===== src/rtl/ft_pkg.sv =====
// Shared fault-tolerance types: recovery FSM state encoding and default widths.
// Latency: n/a (types only). Backpressure: n/a.
// Reused by the recovery controller and the replay engine.
package ft_pkg;

    typedef enum logic [2:0] {
        ST_IDLE    = 3'd0,
        ST_CAPTURE = 3'd1,
        ST_COPY    = 3'd2,
        ST_DRAIN   = 3'd3,
        ST_RELEASE = 3'd4
    } ft_state_e;

    localparam int FT_ADDR_WIDTH = 5;
    localparam int FT_DATA_WIDTH = 32;

endpackage


===== src/rtl/replay_seq_check.sv =====
// Replay sequence checker: accepts only the next expected register index, flags others.
// Latency: accept/error/last combinational; expected index advances on the accepting edge.
// Backpressure: none; mismatched indices are dropped, not stalled.
module replay_seq_check
    import ft_pkg::*;
#(
    parameter int ADDR_WIDTH = FT_ADDR_WIDTH
) (
    input  logic                  clk_i,
    input  logic                  rst_i,
    input  logic                  clear_i,
    input  logic                  en_i,
    input  logic                  valid_i,
    input  logic [ADDR_WIDTH-1:0] addr_i,
    output logic                  accept_o,
    output logic                  error_o,
    output logic                  last_o
);

    logic [ADDR_WIDTH-1:0] exp_q;
    logic                  hit;

    assign hit      = en_i && valid_i;
    assign accept_o = hit && (addr_i == exp_q);
    assign error_o  = hit && (addr_i != exp_q);
    assign last_o   = accept_o && (&addr_i);

    // Holds at the top index after the final accept instead of wrapping.
    always_ff @(posedge clk_i) begin
        if (rst_i || clear_i) begin
            exp_q <= '0;
        end else if (accept_o && !last_o) begin
            exp_q <= exp_q + 1'b1;
        end
    end

endmodule


===== src/rtl/recovery_replay.sv =====
// Copies the healthy core's PC and register file into the target core after a halt.
// Latency: read issued same cycle as accept, write one cycle later; optional macro RECOVERY_REPLAY_X0_SKIP_EN.
// Backpressure: none; out-of-sequence indices are dropped and flagged on sticky seq_err_o.
module recovery_replay
    import ft_pkg::*;
#(
    parameter int ADDR_WIDTH = FT_ADDR_WIDTH,
    parameter int DATA_WIDTH = FT_DATA_WIDTH
) (
    input  logic                  clk_i,
    input  logic                  rst_i,
    input  logic                  halt_i,
    input  logic                  shift_i,
    input  logic                  replay_valid_i,
    input  logic [ADDR_WIDTH-1:0] replay_addr_i,
    input  logic                  resume_i,
    input  logic [DATA_WIDTH-1:0] pc_i,
    output logic                  src_re_o,
    output logic [ADDR_WIDTH-1:0] src_raddr_o,
    input  logic [DATA_WIDTH-1:0] src_rdata_i,
    output logic                  dst_we_o,
    output logic [ADDR_WIDTH-1:0] dst_waddr_o,
    output logic [DATA_WIDTH-1:0] dst_wdata_o,
    output logic                  pc_we_o,
    output logic [DATA_WIDTH-1:0] pc_o,
    output logic                  busy_o,
    output logic                  done_o,
    output logic                  seq_err_o,
    output logic [ADDR_WIDTH:0]   count_o
);

    ft_state_e             state_q, state_d;
    logic [DATA_WIDTH-1:0] pc_q, pc_d;
    logic [ADDR_WIDTH:0]   count_q, count_d;
    logic                  seq_err_q, seq_err_d;
    logic                  wr_pend_q, wr_pend_d;
    logic [ADDR_WIDTH-1:0] wr_addr_q, wr_addr_d;
    logic                  rel_first_q;
    logic                  chk_clear, chk_acc, chk_err, chk_last;
    logic                  skip_x0;

`ifdef RECOVERY_REPLAY_X0_SKIP_EN
    assign skip_x0 = (replay_addr_i == '0);
`else
    assign skip_x0 = 1'b0;
`endif

    replay_seq_check #(.ADDR_WIDTH(ADDR_WIDTH)) u_seq_check (
        .clk_i    (clk_i),
        .rst_i    (rst_i),
        .clear_i  (chk_clear),
        .en_i     (state_q == ST_COPY),
        .valid_i  (replay_valid_i),
        .addr_i   (replay_addr_i),
        .accept_o (chk_acc),
        .error_o  (chk_err),
        .last_o   (chk_last)
    );

    assign count_o   = count_q;
    assign seq_err_o = seq_err_q;

    always_comb begin
        state_d     = state_q;
        pc_d        = pc_q;
        count_d     = count_q;
        seq_err_d   = seq_err_q;
        wr_pend_d   = 1'b0;
        wr_addr_d   = wr_addr_q;
        chk_clear   = 1'b0;
        src_re_o    = 1'b0;
        src_raddr_o = '0;
        dst_we_o    = 1'b0;
        dst_waddr_o = '0;
        dst_wdata_o = '0;
        pc_we_o     = 1'b0;
        pc_o        = '0;
        busy_o      = 1'b0;
        done_o      = 1'b0;

        // Write-back of the read issued in the previous cycle.
        if (wr_pend_q) begin
            dst_we_o    = 1'b1;
            dst_waddr_o = wr_addr_q;
            dst_wdata_o = src_rdata_i;
            count_d     = count_q + 1'b1;
        end

        case (state_q)
            ST_IDLE: begin
                if (halt_i) begin
                    state_d   = ST_CAPTURE;
                    count_d   = '0;
                    seq_err_d = 1'b0;
                    chk_clear = 1'b1;
                end
            end
            ST_CAPTURE: begin
                busy_o = 1'b1;
                pc_o   = pc_q;
                if (shift_i) begin
                    pc_d    = pc_i;
                    state_d = ST_COPY;
                end
            end
            ST_COPY: begin
                busy_o = 1'b1;
                pc_o   = pc_q;
                if (chk_err) begin
                    seq_err_d = 1'b1;
                end
                if (chk_acc && !skip_x0) begin
                    src_re_o    = 1'b1;
                    src_raddr_o = replay_addr_i;
                    wr_pend_d   = 1'b1;
                    wr_addr_d   = replay_addr_i;
                end
                if (chk_last) begin
                    state_d = ST_DRAIN;
                end
            end
            ST_DRAIN: begin
                busy_o  = 1'b1;
                pc_o    = pc_q;
                state_d = ST_RELEASE;
            end
            ST_RELEASE: begin
                done_o  = 1'b1;
                pc_o    = pc_q;
                pc_we_o = rel_first_q;
                if (resume_i) begin
                    state_d = ST_IDLE;
                end
            end
            default: state_d = ST_IDLE;
        endcase
    end

    always_ff @(posedge clk_i) begin
        if (rst_i) begin
            state_q     <= ST_IDLE;
            pc_q        <= '0;
            count_q     <= '0;
            seq_err_q   <= 1'b0;
            wr_pend_q   <= 1'b0;
            wr_addr_q   <= '0;
            rel_first_q <= 1'b0;
        end else begin
            state_q     <= state_d;
            pc_q        <= pc_d;
            count_q     <= count_d;
            seq_err_q   <= seq_err_d;
            wr_pend_q   <= wr_pend_d;
            wr_addr_q   <= wr_addr_d;
            rel_first_q <= (state_q == ST_DRAIN);
        end
    end

endmodule


===== config.mk =====
export PLATFORM = sky130hd
export DESIGN_NAME = recovery_replay
export DESIGN_NICKNAME = d
export VERILOG_FILES = /design/src/rtl/ft_pkg.sv /design/src/rtl/replay_seq_check.sv /design/src/rtl/recovery_replay.sv
export SDC_FILE = /design/constraint.sdc
export NUM_CORES = 1
export LEC_CHECK = 0
export BUFFER_PORTS_ARGS = -buffer_cell sky130_fd_sc_hd__buf_2
export CORE_UTILIZATION = 30
export DETAILED_ROUTE_END_ITERATION = 8
export GPL_ROUTABILITY_DRIVEN = 0
export GPL_TIMING_DRIVEN = 0
export PLACE_DENSITY_LB_ADDON = 0.3
export SETUP_SLACK_MARGIN = 0.2
export SYNTH_ARGS = -nofsm -noshare
export SYNTH_HDL_FRONTEND = slang
export SYNTH_SLANG_ARGS = --single-unit
export TNS_END_PERCENT = 100

===== constraint.sdc =====
create_clock -name clk_i -period 2.6 [get_ports clk_i]
set_input_delay 0.52 -clock clk_i [delete_from_list [all_inputs] [get_ports clk_i]]
set_output_delay 0.52 -clock clk_i [all_outputs]
set_load 0.005 [all_outputs]

==> results.toml <==
[cts]
cts_buffers = 5
clk-insertion-delay-late_ns = 0.31
cts_hold_buffers = 0
clockBufferDepth = 2
clk_pin_slew_ns = 0.11
cts_sink_cnt = 54
clock_tree.root_cell = "clkbuf_8"
cts_max_level = 2
cts_tree = "built"

[logic_synthesis]
synth.yosys.warnings = 0
post_syn_nets = 410
synth.yosys.seq_area_share_pct = 41.48
synth_cell_type_count = 31
mappedNetlistArea_sq_um = 2606
synth-seq-cells = 54
synthesis.instances = 333
syn_avg_cell_area_sq_um = 7.827

[floorplan]
initial_core_util_pct = 31.40
io-pin-count = 161
design.core.area_sq_um = 8299
num_rows = 33
die_w_um = 95.21
vertical_die_dimension_um = 95.21
die_area_sq_um = 9064

[power_and_ir_drop]
p_leak_nw = 1.837
pwr_density_cell_nw_per_um2 = 452.2
vdd_ir_max_uv = 257.9
post-layout-total-power_w = 0.001683

[job]
max-cap-violations = 0

[global_routing]
global_route.usage.total_pct = 16.68
overflow = 0
number_of_global_route_vias_before_repair = 2500
grt_antenna_before_repair = 0
use_met2_pct = 30.54
global_route.usage.met3_pct = 3.668
busiest_layer = "met2"
gr-usage-met1_pct = 19.24
grt_pass1_wl_mm = 11.72
grt_start_max_net_pins = 18

[layout]
final_cells = 608
finalCoreUtilization_pct = 44.84
finish.net_count = 579
filler_cell_count = 895
flow.area_growth_from_synthesis_pct = 42.77
drive_above_1_share_pct = 37.38
num_antenna_cells = 0

[route]
drt_iter0_markers = 43
wl_per_cell_um = 12.35
total_wire_length_after_detailed_routing_mm = 7.507
vias_per_cell = 4.510
drt.antenna.violating_nets = 0
dr.pass1.iters = 4
post-route-drc-count = 0
vias = 2742

[setup_path]
register_to_register_path_setup_slack_ns = 0.80
crit_type = "reg -> out"
timing.critical_path.max_delay_family = "simple AND/OR/NAND/NOR gates"
crit_slowest_cell = "dfxtp_4"
cp-end-kind = "output port"
critical_path_buf_inv_count = 3
critical_path_arrival_ns = 1.79
critPathLaunchType = "register"
critical_path.max_stage_delay_ns = 0.37
worst-endpoint-required_ns = 2.08
critical_path.cell_chain = "or2b_1 -> o2111a_2 -> and3_4 -> buf_6 -> buf_8 -> and2_1 -> buf_2"
critical_path.max_fanout = 10

[sta]
final.setup_skew_ns = 0.01157
fin_crit_sh_pct = 88.96
worstMarginPinSlew_ns = 0.5213
achievable-frequency_mhz = 432.4
timing_hold_violations_final = 0
grt_setup_unrepaired = "no"
final.setup.tns_ns = 0
layout_min_cycle_time_ns = 2.313
slew_headroom_pct = 64.35
report.final.slew_viol_count = 0
setup_violations = 0

[placement]
numPortBuffers = 159
placed_cells_incl_taps = 597
post-dp-hpwl_mm = 5.907

[hold_path]
min_path_type = "in -> reg"

[run_status]
outcome = "finished clean"
worst register-to-register path: stages (launching register included):
cell      delay, ns
dfxtp_1        0.36
xor2_1         0.20
a221oi_4       0.20
buf_4          0.17
nand4_4        0.15
or4_1          0.51
a21oi_1        0.15
kinds of logic (layout without fill, tap and decap cells):
family	count (synthesis)	in the layout	synth area share, %
multiplexers	8	8	3.073
buffers and inverters	30	200	4.513
flip-flops	54	54	41.48
AND/OR/NAND/NOR	183	183	36.34
AO/OA/AOI/OAI	47	47	10.61
XOR/XNOR	9	9	3.024
adder cells (fa/ha/maj)	2	2	0.9600
final timing paths:
| kind | start | endpoint | cells past startpoint |
|---|---|---|---|
| worst max-delay path | u_seq_check.exp_q[1] | src_raddr_o[0] | 7 |
| worst min-delay path | pc_i[3] | pc_q[3] | 3 |
| worst max register to register | u_seq_check.exp_q[4] | u_seq_check.exp_q[3] | 6 |
| worst min register to register | pc_q[20] | pc_q[20] | 2 |
cell type report:
type / count / area (sq um) / share of cell area [%]
buffer: 23 / 112.6 / 3.026
tap: 105 / 131.4 / 3.531
inverter: 7 / 26.28 / 0.7061
clock buffer: 6 / 82.58 / 2.219
multi-input combinational: 249 / 1423 / 38.23
sequential: 54 / 1089 / 29.25
timing repair buffer: 162 / 818.3 / 21.99
clock inverter: 2 / 38.79 / 1.042
stage by stage:
step	hold WS, ns	instance area, sq um	setup slack [ns]
6_report	0.4295	3721	0.2871
3_3_place_gp	0.4382	3533	0.2335
3_5_place_dp	0.4430	3533	0.2198
2_1_floorplan	0.4317	2606	0.5428
4_1_cts	0.4240	3674	0.2086
5_1_grt	0.4144	3721	0.1949
routing by layer:
metal  up-vias  routed length, um
met4         0                 71
met5         -                  0
met2       105               3765
li1       1401                  -
met3         6                518
met1      1230               3151
placed cells by master, fill, tap and decap left out, types with 3 or more instances in the layout:
cell type,instances
nand2_1,71
mux2i_1,8
nor2b_1,3
and2_1,75
xnor2_1,3
buf_4,4
a21oi_1,38
clkbuf_8,6
xor2_1,5
o21ai_0,3
dfxtp_2,3
inv_1,7
clkbuf_1,17
buf_2,161
dfxtp_1,50
nor2_1,16
registers in the layout (all words and copies together), names as in the netlist:
register / count
state_q: 3
rel_first_q: 1
wr_addr_q: 5
u_seq_check.exp_q: 5
wr_pend_q: 1
pc_q: 32
seq_err_o: 1
count_o: 6
cell usage after synthesis:
cell type / count / area (sq um)
buf_2: 1 / 5.000
buf_4: 1 / 7.510
nor3_1: 2 / 10.01
o2111a_2: 1 / 12.51
a2111oi_0: 1 / 8.760
o31ai_1: 2 / 15.01
nand3_1: 1 / 5.000
nand2_1: 71 / 266.5
or2b_1: 1 / 7.510
clkbuf_1: 21 / 78.83
a31o_2: 1 / 8.760
ha_1: 2 / 25.02
o21ai_0: 3 / 15.01
nor2_1: 17 / 63.81
nand4_1: 2 / 12.51
a221oi_4: 1 / 26.28
mux2i_1: 8 / 80.08
nand4_4: 1 / 21.27
or3_1: 2 / 12.51
nand2b_1: 1 / 6.260
inv_1: 7 / 26.28
xor2_1: 5 / 43.79
and2_1: 75 / 469.2
xnor2_1: 4 / 35.03
and4bb_2: 1 / 12.51
or4_1: 2 / 15.01
a21oi_1: 38 / 190.2
dfxtp_1: 54 / 1081
and3_1: 3 / 18.77
nand3b_1: 1 / 7.510
nor2b_1: 3 / 18.77
where the power goes:
group | leakage, nW | internal (W) | switching, W
combinational | 1.34 | 0.0000942 | 0.000115
clock | 0.0618 | 0.000317 | 0.000291
sequential | 0.440 | 0.000851 | 0.0000141
total | 1.84 | 0.00126 | 0.000420
what timing repair did:
item	in CTS	in global routing
pin swaps	0	1
setup endpoints to repair	35	35
resized for setup	7	15
buffers inserted	0	3
(Power assumes the default switching activity.)
